[src/rtl/stepper_pkg.sv]
// rtl/stepper_pkg.sv - shared constants, phase table and helpers for the stepper motion controller
package stepper_pkg;

    localparam logic [2:0] ADDR_PWM_FREQ    = 3'd0;
    localparam logic [2:0] ADDR_PWM_DUTY    = 3'd1;
    localparam logic [2:0] ADDR_CTRL        = 3'd2;
    localparam logic [2:0] ADDR_STEP_PERIOD = 3'd3;
    localparam logic [2:0] ADDR_STEP_COUNT  = 3'd4;
    localparam logic [2:0] ADDR_STATUS      = 3'd5;
    localparam logic [2:0] ADDR_CMD         = 3'd6;
    localparam logic [2:0] ADDR_POSITION    = 3'd7;

    localparam int CTRL_DIR    = 0;
    localparam int CTRL_HALF   = 1;
    localparam int CTRL_DRV_EN = 2;
    localparam int CTRL_HOLD   = 3;
    localparam int CTRL_IRQ_EN = 4;
    localparam int CTRL_W      = 5;

    localparam int STATUS_BUSY    = 0;
    localparam int STATUS_DONE    = 1;
    localparam int STATUS_IDX_LSB = 4;

    localparam int CMD_ABORT    = 0;
    localparam int CMD_CLR_DONE = 1;
    localparam int CMD_SINGLE   = 2;

    typedef enum logic {
        ST_IDLE = 1'b0,
        ST_RUN  = 1'b1
    } state_t;

    // Coil vector {A1, A2, B1, B2}; odd indices are the two-coil (full-step) states.
    localparam logic [3:0] PHASE_TABLE [8] = '{
        4'b1000, 4'b1010, 4'b0010, 4'b0110,
        4'b0100, 4'b0101, 4'b0001, 4'b1001
    };

    function automatic logic [2:0] next_phase(input logic [2:0] idx, input logic dir,
                                              input logic half_step);
        logic [2:0] delta;
        delta = (half_step || !idx[0]) ? 3'd1 : 3'd2;
        return dir ? idx + delta : idx - delta;
    endfunction

    function automatic logic [31:0] be_merge(input logic [31:0] old, input logic [31:0] wdata,
                                             input logic [3:0] be);
        logic [31:0] r;
        for (int i = 0; i < 4; i++) begin
            r[i*8 +: 8] = be[i] ? wdata[i*8 +: 8] : old[i*8 +: 8];
        end
        return r;
    endfunction

endpackage

[src/rtl/stepper_phase_seq.sv]
// rtl/stepper_phase_seq.sv - phase index register and active-low coil pin drive
module stepper_phase_seq
    import stepper_pkg::*;
(
    input  logic       clk,
    input  logic       reset,
    input  logic       step,
    input  logic       dir,
    input  logic       half_step,
    output logic [2:0] idx,
    output logic       ax,
    output logic       ay,
    output logic       bx,
    output logic       by
);

    logic [3:0] coils;

    always_ff @(posedge clk) begin
        if (reset) begin
            idx <= '0;
        end else if (step) begin
            idx <= next_phase(idx, dir, half_step);
        end
    end

    // MSB of the coil vector (A1) lands on BY.
    assign coils = PHASE_TABLE[idx];
    assign {by, bx, ay, ax} = ~coils;

endmodule

[src/rtl/stepper_motion_ctrl.sv]
// rtl/stepper_motion_ctrl.sv - Avalon-MM stepper controller: PWM chopper, timed moves, position tracking
module stepper_motion_ctrl
    import stepper_pkg::*;
#(
    parameter int PWM_WIDTH    = 32,
    parameter int PERIOD_WIDTH = 32,
    parameter int COUNT_WIDTH  = 24,
    parameter int POS_WIDTH    = 32
) (
    input  logic        csi_MCLK_clk,
    input  logic        rsi_MRST_reset,
    input  logic [2:0]  avs_ctrl_address,
    input  logic        avs_ctrl_write,
    input  logic        avs_ctrl_read,
    input  logic [31:0] avs_ctrl_writedata,
    input  logic [3:0]  avs_ctrl_byteenable,
    output logic [31:0] avs_ctrl_readdata,
    output logic        avs_ctrl_waitrequest,
    output logic        ins_irq_irq,
    output logic        AX,
    output logic        AY,
    output logic        BX,
    output logic        BY,
    output logic        AE,
    output logic        BE
);

    logic [PWM_WIDTH-1:0]    pwm_freq;
    logic [PWM_WIDTH-1:0]    pwm_duty;
    logic [PWM_WIDTH-1:0]    acc;
    logic                    pwm_on;
    logic [CTRL_W-1:0]       ctrl;
    logic [PERIOD_WIDTH-1:0] step_period;
    logic [PERIOD_WIDTH-1:0] timer;
    logic [PERIOD_WIDTH-1:0] timer_reload;
    logic [COUNT_WIDTH-1:0]  remaining;
    logic [COUNT_WIDTH-1:0]  count_val;
    logic [POS_WIDTH-1:0]    position;
    logic                    done;
    logic [2:0]              phase_idx;
    state_t                  state;
    state_t                  state_next;

    logic [31:0] rd_word;
    logic [31:0] wr_merged;
    logic        wr_freq, wr_duty, wr_ctrl, wr_period, wr_count, wr_cmd, wr_pos;
    logic        start, cmd_abort, cmd_clr_done, cmd_single;
    logic        busy, run_step, finish, single_fire, step;

    assign wr_freq   = avs_ctrl_write && (avs_ctrl_address == ADDR_PWM_FREQ);
    assign wr_duty   = avs_ctrl_write && (avs_ctrl_address == ADDR_PWM_DUTY);
    assign wr_ctrl   = avs_ctrl_write && (avs_ctrl_address == ADDR_CTRL);
    assign wr_period = avs_ctrl_write && (avs_ctrl_address == ADDR_STEP_PERIOD);
    assign wr_count  = avs_ctrl_write && (avs_ctrl_address == ADDR_STEP_COUNT);
    assign wr_cmd    = avs_ctrl_write && (avs_ctrl_address == ADDR_CMD);
    assign wr_pos    = avs_ctrl_write && (avs_ctrl_address == ADDR_POSITION);

    // The read mux doubles as the old value for byte-lane merging on writes.
    assign wr_merged = be_merge(rd_word, avs_ctrl_writedata, avs_ctrl_byteenable);
    assign count_val = wr_merged[COUNT_WIDTH-1:0];

    assign start        = wr_count && (count_val != '0);
    assign cmd_abort    = wr_cmd && avs_ctrl_writedata[CMD_ABORT];
    assign cmd_clr_done = wr_cmd && avs_ctrl_writedata[CMD_CLR_DONE];
    assign cmd_single   = wr_cmd && avs_ctrl_writedata[CMD_SINGLE];

    // A period of 0 behaves as 1: one step per clock.
    assign timer_reload = (step_period == '0) ? '0 : step_period - PERIOD_WIDTH'(1);

    always_ff @(posedge csi_MCLK_clk) begin
        if (rsi_MRST_reset) begin
            state <= ST_IDLE;
        end else begin
            state <= state_next;
        end
    end

    always_comb begin
        state_next = state;
        case (state)
            ST_IDLE: if (start) state_next = ST_RUN;
            ST_RUN:  if (cmd_abort || finish) state_next = ST_IDLE;
            default: state_next = ST_IDLE;
        endcase
    end

    // Abort and a STEP_COUNT reload both swallow a step that falls due in the same cycle.
    always_comb begin
        busy        = (state == ST_RUN);
        run_step    = busy && (timer == '0) && !start && !cmd_abort;
        finish      = run_step && (remaining == COUNT_WIDTH'(1));
        single_fire = cmd_single && !busy;
        step        = run_step || single_fire;
    end

    always_ff @(posedge csi_MCLK_clk) begin
        if (rsi_MRST_reset) begin
            pwm_freq          <= '0;
            pwm_duty          <= '0;
            acc               <= '0;
            pwm_on            <= 1'b0;
            ctrl              <= '0;
            step_period       <= '0;
            timer             <= '0;
            remaining         <= '0;
            position          <= '0;
            done              <= 1'b0;
            avs_ctrl_readdata <= '0;
        end else begin
            acc    <= acc + pwm_freq;
            pwm_on <= (acc <= pwm_duty);

            if (wr_freq)   pwm_freq    <= wr_merged[PWM_WIDTH-1:0];
            if (wr_duty)   pwm_duty    <= wr_merged[PWM_WIDTH-1:0];
            if (wr_ctrl)   ctrl        <= avs_ctrl_writedata[CTRL_W-1:0];
            if (wr_period) step_period <= wr_merged[PERIOD_WIDTH-1:0];

            if (cmd_abort) begin
                remaining <= '0;
            end else if (start) begin
                remaining <= count_val;
                timer     <= timer_reload;
            end else if (run_step) begin
                remaining <= remaining - COUNT_WIDTH'(1);
                timer     <= timer_reload;
            end else if (busy) begin
                timer <= timer - PERIOD_WIDTH'(1);
            end

            // Completion outranks a coincident clear.
            if (finish) begin
                done <= 1'b1;
            end else if (cmd_clr_done) begin
                done <= 1'b0;
            end

            if (wr_pos) begin
                position <= wr_merged[POS_WIDTH-1:0];
            end else if (step) begin
                position <= ctrl[CTRL_DIR] ? position + POS_WIDTH'(1)
                                           : position - POS_WIDTH'(1);
            end

            if (avs_ctrl_read) avs_ctrl_readdata <= rd_word;
        end
    end

    always_comb begin
        rd_word = '0;
        case (avs_ctrl_address)
            ADDR_PWM_FREQ:    rd_word[PWM_WIDTH-1:0]    = pwm_freq;
            ADDR_PWM_DUTY:    rd_word[PWM_WIDTH-1:0]    = pwm_duty;
            ADDR_CTRL:        rd_word[CTRL_W-1:0]       = ctrl;
            ADDR_STEP_PERIOD: rd_word[PERIOD_WIDTH-1:0] = step_period;
            ADDR_STEP_COUNT:  rd_word[COUNT_WIDTH-1:0]  = remaining;
            ADDR_STATUS: begin
                rd_word[STATUS_BUSY]           = busy;
                rd_word[STATUS_DONE]           = done;
                rd_word[STATUS_IDX_LSB +: 3]   = phase_idx;
            end
            ADDR_POSITION:    rd_word[POS_WIDTH-1:0]    = position;
            default:          rd_word = '0;
        endcase
    end

    stepper_phase_seq u_phase_seq (
        .clk       (csi_MCLK_clk),
        .reset     (rsi_MRST_reset),
        .step      (step),
        .dir       (ctrl[CTRL_DIR]),
        .half_step (ctrl[CTRL_HALF]),
        .idx       (phase_idx),
        .ax        (AX),
        .ay        (AY),
        .bx        (BX),
        .by        (BY)
    );

    assign avs_ctrl_waitrequest = 1'b0;
    assign ins_irq_irq          = done & ctrl[CTRL_IRQ_EN];
    assign AE                   = ~(pwm_on & ctrl[CTRL_DRV_EN] & (busy | ctrl[CTRL_HOLD]));
    assign BE                   = AE;

endmodule

[config.mk]
export PLATFORM = sky130hd
export DESIGN_NAME = stepper_motion_ctrl
export DESIGN_NICKNAME = d
export VERILOG_FILES = /design/src/rtl/stepper_pkg.sv /design/src/rtl/stepper_phase_seq.sv /design/src/rtl/stepper_motion_ctrl.sv
export SDC_FILE = /design/constraint.sdc
export NUM_CORES = 1
export LEC_CHECK = 0
export ABC_CLOCK_PERIOD_IN_PS = 10000
export CAP_MARGIN = 20
export CORE_ASPECT_RATIO = 0.6
export CORE_MARGIN = 5
export CORE_UTILIZATION = 50
export DETAILED_ROUTE_END_ITERATION = 8
export GPL_ROUTABILITY_DRIVEN = 0
export GPL_TIMING_DRIVEN = 0
export PLACE_DENSITY = 0.74
export SETUP_SLACK_MARGIN = 0.5
export SYNTH_ARGS = -nofsm -noshare
export SYNTH_HDL_FRONTEND = slang
export SYNTH_HIERARCHICAL = 1
export SYNTH_SLANG_ARGS = --single-unit
[constraint.sdc]
create_clock -name csi_MCLK_clk -period 10 [get_ports csi_MCLK_clk]
set_input_delay 1 -clock csi_MCLK_clk [delete_from_list [all_inputs] [get_ports csi_MCLK_clk]]
set_output_delay 1 -clock csi_MCLK_clk [all_outputs]
set_load 0.1 [all_outputs]
==> run summary, run 1 <==
status - finished clean
CTS buffer count - 27
Die Wd - 246.4 um
proportion of synthesized chip area in sequential cells - 30.93%
leakage power of the design - 7.502 nW
number of synthesized flops with an enable pin - 0
routed via count divided by cell count - 6.733
area taken by multi-input logic gates - 10720 um2
standard-cell row count - 51
clock latency of the later-clocked register in the worst-skew pair - 600 ps
fmax - 0.1805 GHz
wire length reported by the detailed router - 65.87 mm
number of sinks on the clock net - 259
maximum fanout along the worst path - 10
die outline height - 151.8 um
average detailed-routed wire length per instance - 24.85 um
maximum capacitance violations - 0
buffers inserted during post-CTS setup optimization - 0
unrepaired setup endpoints after global routing - false
Slew @ Worst Pin - 1238 ps
drt first pass iters - 7
R2R setup slack - 5560 ps
Worst Path Required - 10480 ps
unique cell type count in the Yosys netlist - 89
start point of the worst hold path - pwm_duty[2]
Worst setup SP type - input port
Hold Crit Class - flip-flop to flip-flop
number of warning messages in the yosys log - 6
Layout fillers - 2917
Post-CTS Resized - 0
clock tree root driver cell - sky130_fd_sc_hd__clkbuf_16
global route total overflow - 0
share of async-settable or async-resettable flops after synthesis - 0%
switching power - 1.162 mW
Finish-stage setup viols - 0
setup TNS after final layout - 0 ps
final-layout worst hold slack - 462.4 ps
syn_area_per_cell - 8.117 um2
largest net degree at the start of global routing - 25
All-Layer GR Usage - 33.33%
via count of the first global-routing pass - 16230
final-stage net count - 2323
hold worst-path end - pwm_duty[2]
CP Class - input port to flip-flop
count of buffers inserted at the top-level ports - 77
worst flop-to-flop path startpoint - ctrl[0]
sequential standard cell area - 5185 um2
violation count after the first detailed-route iteration - 2836
cell count of the worst reg-to-reg path - 14
sequential group share of total power - 34.8%
initial cell density of the core - 51.21%
Top-Level Pins - 83
Comb power frac - 30.0%
cell area after synthesis - 16760 um2
Slew HR - 16.41%
Net Count, Synth - 2208
register bit count reported by yosys - 259
area of the core - 32740 um2
destination of the worst register-to-register timing path - position[30]
final clock period utilization by the worst path - 55.41%
CTS clock-pin slew for the worst setup and hold paths - 60 ps
minimum period implied by the final worst setup slack - 5541 ps
first-pass GRT wire length - 98.19 mm
cell-internal power - 2.133 mW
worst setup skew after layout - 51.06 ps
Power Density - 171.9 nW/um2
Max Transition Viols Final - 0
antenna-violating nets left - 0
DRC violation count after routing - 0
clk buf depth - 3
Data arrival, critical path - 6020 ps
number of stages on the worst hold path - 2
hpwl dp - 51.28 mm
final hold violation count - 0
fraction of layout cells with a size suffix above 1 - 7.769%
initial antenna violation count - 3
Switching Fraction - 35.27%
TritonCTS clock tree - done
prevailing post-synth register cell - sky130_fd_sc_hd__dfxtp_1
kind of end point of the critical path - flip-flop
gate count of the mapped netlist - 2065
H-tree depth - 1
die area - 37410 um2
synthesis-to-layout area growth - 14.37%
via total after detailed routing - 17850
diodes inserted - 0
peak supply drop - 0.0001193 V
Hold-fix buffers, CTS - 0
clock network fraction of design power - 35.2%
worst max path at each step:
| stage | start | endpoint | slack, ps | cells after the start |
|---|---|---|---|---|
| finish | avs_ctrl_address[2] | remaining[2] | 4460 | 13 |
| global placement | avs_ctrl_address[2] | timer[25] | 4420 | 12 |
| CTS | avs_ctrl_address[2] | timer[31] | 4900 | 12 |
| detailed placement | avs_ctrl_address[2] | timer[13] | 4340 | 12 |
| floorplan | avs_ctrl_address[1] | timer[19] | 6250 | 13 |
| global route | avs_ctrl_address[2] | timer[27] | 4560 | 13 |
state kept, by name, summed over array words and instances (netlist names):
signal,flops
pwm_on,1
done,1
timer,32
busy,1
step_period,32
avs_ctrl_readdata,32
pwm_freq,32
u_phase_seq/idx,3
ctrl,5
pwm_duty,32
remaining,24
position,32
acc,32
per-stage QoR:
step                setup WS (ps)  area (um2)  instances  power, mW  util [%]
floorplan                    6253       16760       2065      1.823         -
global placement             4421       18100       2592      2.067     55.28
detailed placement           4344       18150       2597      2.092     55.43
CTS                          4900       19140       2647      3.223     58.46
global route                 4560       19170       2651      3.388     58.56
finish                       4459       19170       2651      3.295     58.56
power by group through the flow:
stage                     registers [mW]  clock network, mW  logic, mW
after floorplan                     1.17                  0      0.654
after global placement              1.16                  0      0.905
after detailed placement            1.16                  0      0.928
after CTS                           1.14               1.15      0.935
after global routing                1.15               1.19       1.05
final                               1.15               1.16      0.988
critical path, stage by stage:
cell                              delay (ps)
sky130_fd_sc_hd__clkdlybuf4s50_1         620
sky130_fd_sc_hd__buf_2                   380
sky130_fd_sc_hd__clkbuf_1                590
sky130_fd_sc_hd__o21ai_0                 410
sky130_fd_sc_hd__a32oi_1                 950
sky130_fd_sc_hd__and4b_1                 360
sky130_fd_sc_hd__o211ai_1                130
sky130_fd_sc_hd__o21a_1                  230
sky130_fd_sc_hd__buf_2                   310
sky130_fd_sc_hd__buf_2                   400
sky130_fd_sc_hd__buf_2                   350
sky130_fd_sc_hd__nor2_1                  130
sky130_fd_sc_hd__nor3_1                  140
routing by layer:
metal	vias up	GRT usage (%)	part of all wire, %
met5	-	0.1279	0.052
met4	6	8.920	3.7
met3	215	14.48	18
met2	1426	42.58	36
met1	8377	50.25	43
li1	7826	-	-
layout make-up:
class	count	share of cell area, %
Timing Repair Buffer	86	4.451
Sequential cell	259	27.05
Buffer	122	2.924
Tap cell	450	2.937
Multi-Input combinational cell	1605	55.92
Inverter	79	1.547
Clock buffer	37	3.981
Clock inverter	13	1.194
layout by cell type (no fill, tap or decap), types with 18 or more instances in the layout:
| cell | synthesis | routed |
|---|---|---|
| sky130_fd_sc_hd__nand3_1 | 62 | 62 |
| sky130_fd_sc_hd__o21ai_0 | 70 | 70 |
| sky130_fd_sc_hd__a211oi_1 | 86 | 86 |
| sky130_fd_sc_hd__mux2_2 | 32 | 32 |
| sky130_fd_sc_hd__a22oi_1 | 29 | 29 |
| sky130_fd_sc_hd__clkbuf_16 | 0 | 27 |
| sky130_fd_sc_hd__inv_1 | 78 | 78 |
| sky130_fd_sc_hd__or3_1 | 22 | 22 |
| sky130_fd_sc_hd__clkbuf_1 | 68 | 73 |
| sky130_fd_sc_hd__xor2_1 | 46 | 46 |
| sky130_fd_sc_hd__nor2_1 | 242 | 242 |
| sky130_fd_sc_hd__a31oi_1 | 18 | 18 |
| sky130_fd_sc_hd__xnor2_1 | 52 | 52 |
| sky130_fd_sc_hd__nor3_1 | 65 | 65 |
| sky130_fd_sc_hd__nand2_1 | 168 | 168 |
| sky130_fd_sc_hd__dfxtp_1 | 259 | 259 |
| sky130_fd_sc_hd__clkdlybuf4s50_1 | 0 | 77 |
| sky130_fd_sc_hd__a21o_1 | 32 | 32 |
| sky130_fd_sc_hd__ha_1 | 97 | 97 |
| sky130_fd_sc_hd__nor2b_1 | 29 | 29 |
| sky130_fd_sc_hd__a21oi_1 | 161 | 161 |
| sky130_fd_sc_hd__nand4_1 | 21 | 21 |
| sky130_fd_sc_hd__buf_2 | 28 | 33 |
| sky130_fd_sc_hd__mux2i_1 | 64 | 64 |
cell families (layout without fill, tap and decap cells):
logic type,count (synthesis),after routing,share of synthesized area (%)
xor gates and xnor gates,98,98,5.121
AOI/OAI and AO/OA,575,575,23.63
buffers and inverters,201,337,5.113
and+or+nand+nor,734,734,21.47
other,1,1,0.02237
adders and majority gates,100,100,7.599
muxes,97,97,6.106
DFF,259,259,30.93
cells in the mapped netlist (9+ instances only):
master                     number  area (um2)
sky130_fd_sc_hd__a21oi_1      161       805.8
sky130_fd_sc_hd__a22oi_1       29       217.7
sky130_fd_sc_hd__a21o_1        32       240.2
sky130_fd_sc_hd__clkbuf_1      68       255.2
sky130_fd_sc_hd__nor4_1        17       106.4
sky130_fd_sc_hd__o32ai_1        9       78.83
sky130_fd_sc_hd__dfxtp_1      259        5185
sky130_fd_sc_hd__nand2b_1      13       81.33
sky130_fd_sc_hd__nand2_1      168       630.6
sky130_fd_sc_hd__o21a_1        12       90.09
sky130_fd_sc_hd__nand3b_1      10       75.07
sky130_fd_sc_hd__mux2i_1       64       640.6
sky130_fd_sc_hd__xnor2_1       52       455.4
sky130_fd_sc_hd__nor2_1       242       908.4
sky130_fd_sc_hd__a221oi_1      15       131.4
sky130_fd_sc_hd__a211oi_1      86       645.6
sky130_fd_sc_hd__buf_2         28       140.1
sky130_fd_sc_hd__nor3_1        65       325.3
sky130_fd_sc_hd__buf_1         11       41.29
sky130_fd_sc_hd__or4_1          9       67.56
sky130_fd_sc_hd__a31oi_1       18       112.6
sky130_fd_sc_hd__o21ai_0       70       350.3
sky130_fd_sc_hd__and3_1        16       100.1
sky130_fd_sc_hd__ha_1          97        1214
sky130_fd_sc_hd__mux2_2        32       360.4
sky130_fd_sc_hd__buf_4         12       90.09
sky130_fd_sc_hd__and2_1         9       56.30
sky130_fd_sc_hd__nor2b_1       29       181.4
sky130_fd_sc_hd__nand3_1       62       310.3
sky130_fd_sc_hd__o311a_1       13       130.1
sky130_fd_sc_hd__o31a_1        10       87.58
sky130_fd_sc_hd__nand4_1       21       131.4
sky130_fd_sc_hd__inv_1         78       292.8
sky130_fd_sc_hd__xor2_1        46       402.9
sky130_fd_sc_hd__a221o_1       14       140.1
sky130_fd_sc_hd__o22ai_1       14       87.58
sky130_fd_sc_hd__or3_1         22       137.6
(Power assumes the default switching activity.)
==> run 2, diff against run 1 <==
--- a/config.mk
+++ b/config.mk
@@ -5,7 +5,7 @@
 export SDC_FILE = /design/constraint.sdc
 export NUM_CORES = 1
 export LEC_CHECK = 0
-export ABC_CLOCK_PERIOD_IN_PS = 10000
+export ABC_CLOCK_PERIOD_IN_PS = 5700
 export CAP_MARGIN = 20
 export CORE_ASPECT_RATIO = 0.6
 export CORE_MARGIN = 5
==> constraint.sdc (replaced) <==
create_clock -name csi_MCLK_clk -period 5.7 [get_ports csi_MCLK_clk]
set_input_delay 0.57 -clock csi_MCLK_clk [delete_from_list [all_inputs] [get_ports csi_MCLK_clk]]
set_output_delay 0.57 -clock csi_MCLK_clk [all_outputs]
set_load 0.1 [all_outputs]
==> results of run 2 <==
The final DEF is identical to that of run 1. Status: finished clean.
Among the figures that moved: setup slack after placement 4344 ps -> 474.5 ps; clock-pin slew on the worst setup and hold paths 60 ps -> 70 ps; setup slack after layout 4459 ps -> 589.2 ps; hold slack 462.4 ps -> 422.2 ps; register-to-register setup slack 5560 ps -> 1260 ps; end point of the worst hold path pwm_duty[2] -> avs_ctrl_readdata[2]; total power 3.295 mW -> 5.781 mW; worst IR drop on VDD 0.0001193 V -> 0.0002093 V
==> edit 1, RTL diff (flow settings as in run 2) <==
Make the reset (`reset` and `rsi_MRST_reset`) asynchronous in 3 clocked blocks.
--- a/src/rtl/stepper_phase_seq.sv
+++ b/src/rtl/stepper_phase_seq.sv
@@ -17,5 +17,5 @@
     logic [3:0] coils;
 
-    always_ff @(posedge clk) begin
+    always_ff @(posedge clk or posedge reset) begin
         if (reset) begin
             idx <= '0;
--- a/src/rtl/stepper_motion_ctrl.sv
+++ b/src/rtl/stepper_motion_ctrl.sv
@@ -68,5 +68,5 @@
     assign timer_reload = (step_period == '0) ? '0 : step_period - PERIOD_WIDTH'(1);
 
-    always_ff @(posedge csi_MCLK_clk) begin
+    always_ff @(posedge csi_MCLK_clk or posedge rsi_MRST_reset) begin
         if (rsi_MRST_reset) begin
             state <= ST_IDLE;
@@ -94,5 +94,5 @@
     end
 
-    always_ff @(posedge csi_MCLK_clk) begin
+    always_ff @(posedge csi_MCLK_clk or posedge rsi_MRST_reset) begin
         if (rsi_MRST_reset) begin
             pwm_freq          <= '0;
Behaviour: differs if rsi_MRST_reset is asserted again (counterexample within 4 cycles, from zero or initial values and one cycle with rsi_MRST_reset high); with rsi_MRST_reset held inactive, the same outputs for 4 cycles.
==> edit 1 against run 2 <==
The flow now finishes with violations (DRC); cell area fell by 0.35%; setup slack got worse by 0.13 ns; area after synthesis fell by 0.79%; sequential cell count did not move; non-clock buffer count fell by 33; wire length fell by 9.7%; sequential share of layout area rose by 6.9 points; global-route usage fell by 2.0 points.
Power is not compared: it rests on default switching activity, and its combinational part moved more than twofold at a synthesized area within 25%.
==> edit 1: results (changes against run 2) <==
failing checks DRC; clock latency on the worst-skew pair 0.57 ns (-0.03 ns); Starting DRT DRC Count 2331 (-18%); vias in the first global route 15100 (-7.2%); area post-placement 0.0181 mm² (-0.20%); sequential area share after synthesis 0.390 (+0.0804); CP max stage cell buf_1; initial antenna violation count 2 (-1); clk_skew 0.0265 ns (-0.0245 ns); ys async rst share 1.00 (+1.00); placed cells 2362 (-9.0%); pre-CTS WS 0.235 ns (-0.239 ns); WL final 59500 µm (-9.7%); drt drc 5 (+5); syn avg cell area 9.09 µm² (+12%); via count 15800 (-11%); R2R Setup Slk 1.08 ns (-0.18 ns); dominant cells by area after synthesis dfrtp_1 39%, ha_1 7.3%, o21ai_0 5.1%; layout net count 2085 (-10%); status complete, but fails checks; FF-to-FF Start timer[0]; drt pass-1 iters 9 (+2); Syn Nets 1972 (-11%); Primary FF master, synth dfrtp_1; proportion of layout cells with a drive suffix above 1 0.0795 (+0.00182); Largest stage delay, worst path 0.84 ns (-0.11 ns); largest net degree at the start of global routing 41 (+64%); IO Port Bufs 74 (-3.9%); Worst Hold Class in2async; Routed WL per cell 24.7 µm (-0.79%); Post-synth top cells 259 x dfrtp_1, 181 x nand2_1, 168 x o21ai_0, 146 x nor2_1, 122 x a21oi_1; Unique masters post-synth 82 (-7.9%); hold slack 0.260 ns (-0.163 ns)
==> edit 1: changes by cell type after synthesis, moves of 14 or more <==
cell / change
a21o_1: +25
o21ai_0: +98
a211oi_1: -57
mux2i_1: -22
dfxtp_1: -259
nor2_1: -96
a21oi_1: -39
mux2_2: +15
buf_2: -15
or3_1: -14
dfrtp_1: +259
nand3_1: -40
==> edit 1: layer usage <==
layer	GRT usage	vias to the layer above	share of wire
met5	0	-	0.00049
met4	0.0847	4	0.030
met3	0.118	165	0.15
met2	0.435	1110	0.40
met1	0.459	7638	0.43
li1	-	6895	-
==> edit 1: area by class of cell <==
cell class                      count  area, µm²
Antenna cell                        1       2.50
Buffer                             90        403
Clock buffer                       35        776
Clock inverter                     13        195
Fill cell                        2807      13500
Inverter                           65        248
Multi-Input combinational cell   1415       9500
Sequential cell                   259       6480
Tap cell                          450        563
Timing Repair Buffer               85        933
==> edit 1: power by group <==
group | internal [µW] | switching (µW) | total (µW)
combinational | 1620 | 2510 | 4130
sequential | 2360 | 646 | 3000
clock | 1180 | 814 | 1990
==> edit 1: kinds of logic after synthesis <==
group | Yosys count | synth area share
compound gates | 547 | 0.212
xor+xnor | 107 | 0.0564
other cells | 1 | 0.000226
buf+inv | 155 | 0.0389
mux | 93 | 0.0621
flops | 259 | 0.390
simple gates | 567 | 0.164
fa+ha+maj | 100 | 0.0766
==> edit 1: how the worst max path moves through the flow <==
| stage | to | slack (ns) | startpoint |
|---|---|---|---|
| finish | position[24] | 0.46 | avs_ctrl_address[2] |
| floorplan | acc[0] | 1.76 | rsi_MRST_reset |
| CTS | position[24] | 0.84 | avs_ctrl_address[2] |
| global placement | acc[20] | -0.19 | rsi_MRST_reset |
| detailed placement | position[24] | 0.24 | avs_ctrl_address[2] |
| global route | timer[4] | 0.53 | avs_ctrl_address[2] |
==> edit 2, RTL diff (settings of run 2) <==
Made on the original files. Change the package constant `STATUS_IDX_LSB` from 4 to 8.
--- a/src/rtl/stepper_pkg.sv
+++ b/src/rtl/stepper_pkg.sv
@@ -20,5 +20,5 @@
     localparam int STATUS_BUSY    = 0;
     localparam int STATUS_DONE    = 1;
-    localparam int STATUS_IDX_LSB = 4;
+    localparam int STATUS_IDX_LSB = 8;
 
     localparam int CMD_ABORT    = 0;
Formal check against the unedited RTL: not equivalent (Yosys sat finds a counterexample within 4 cycles, from zero or initial values and one cycle with rsi_MRST_reset high).
==> edit 2 against run 2 <==
The run now ends with DRC left; wire length up 3.6%; non-clock buffer count is 4 lower; first-iteration DRC count rose by 20%; area after synthesis increased by 0.13%; setup slack worse by 0.17 ns; register-to-register slack worse by 0.02 ns; power fell by 1.6%; cell area grew 0.25%; die area rose by 0.12%; sequential cell count stayed put; largest power group unchanged.
==> edit 2: results (changes against run 2) <==
status complete, but fails checks; failing checks DRC; drt drc 151 (+151); met3 usage 0.181 (+0.0365); initial antenna violation count 4 (+1); peak supply drop 0.235 mV (+12%); Worst Hold End pwm_duty[6]; Seq area share 0.270 (-0.000668); Slew headroom 0.168 (+0.00355); NonClk Buf Share 0.0717 (-0.00207); FF-to-FF Start timer[0]; multi-input gates 1677 (+4.5%); clock buf count 36 (-2.7%); P_sw 1970 µW (-3.3%); Unique masters post-synth 93 (+4.5%); via count 18200 (+1.8%); worst setup path endpoint timer[15]; global-route wire length before repair 100000 µm (+2.2%); vias in the first global route 16700 (+2.9%); Post-synth top cells 262 x nand2_1, 259 x dfxtp_1, 245 x nor2_1, 185 x a21oi_1, 97 x ha_1; CP max stage cell a31oi_1; layout net count 2397 (+3.2%); met2 wire length 24600 µm (+3.6%); bufs w/o clock 204 (-1.9%); dominant cells by area after synthesis dfxtp_1 31%, ha_1 7.2%, nand2_1 5.9%; multi-input logic area 0.0107 mm² (+0.14%); Fillers 3035 (+4.0%); Reg-to-Reg End u_phase_seq/idx[2]; WP data arrival 5.75 ns (+0.16 ns); FFs & Latches 259 (unchanged); IO Port Bufs 78 (+1.3%); R2R Setup Slk 1.24 ns (-0.02 ns); met2 Usage GRT 0.440 (+0.0143); Worst Hold Class reg2reg; hold path depth 2 (-1); Comb pwr share 0.284 (-0.016)
==> edit 2: cell types whose count changed in the layout (fill, tap and decap cells not counted), moves of 10 or more <==
cell             run 2  this run
buf_2               33        23
xor2_1              46        36
nand2b_1            13        32
nand3_1             62        41
nand2_1            168       262
a211oi_1            86        42
mux2i_1             64        53
o32ai_1              9        24
o311a_1             13         3
a21o_1              32        44
nor2b_1             29        13
a21oi_1            161       185
==> edit 2: kinds of logic after synthesis <==
logic type | synth area share
buf+inv | 0.0518
simple gates | 0.226
xor+xnor | 0.0464
fa+ha+maj | 0.0759
other cells | 0.000223
mux | 0.0531
flops | 0.309
compound gates | 0.238
==> edit 2: per-stage QoR <==
step,util,cells,worst slack [ns]
floorplan,-,2144,2.11
global placement,0.542,2681,0.397
detailed placement,0.543,2682,0.274
CTS,0.573,2730,0.835
global route,0.574,2732,0.532
finish,0.575,2735,0.416
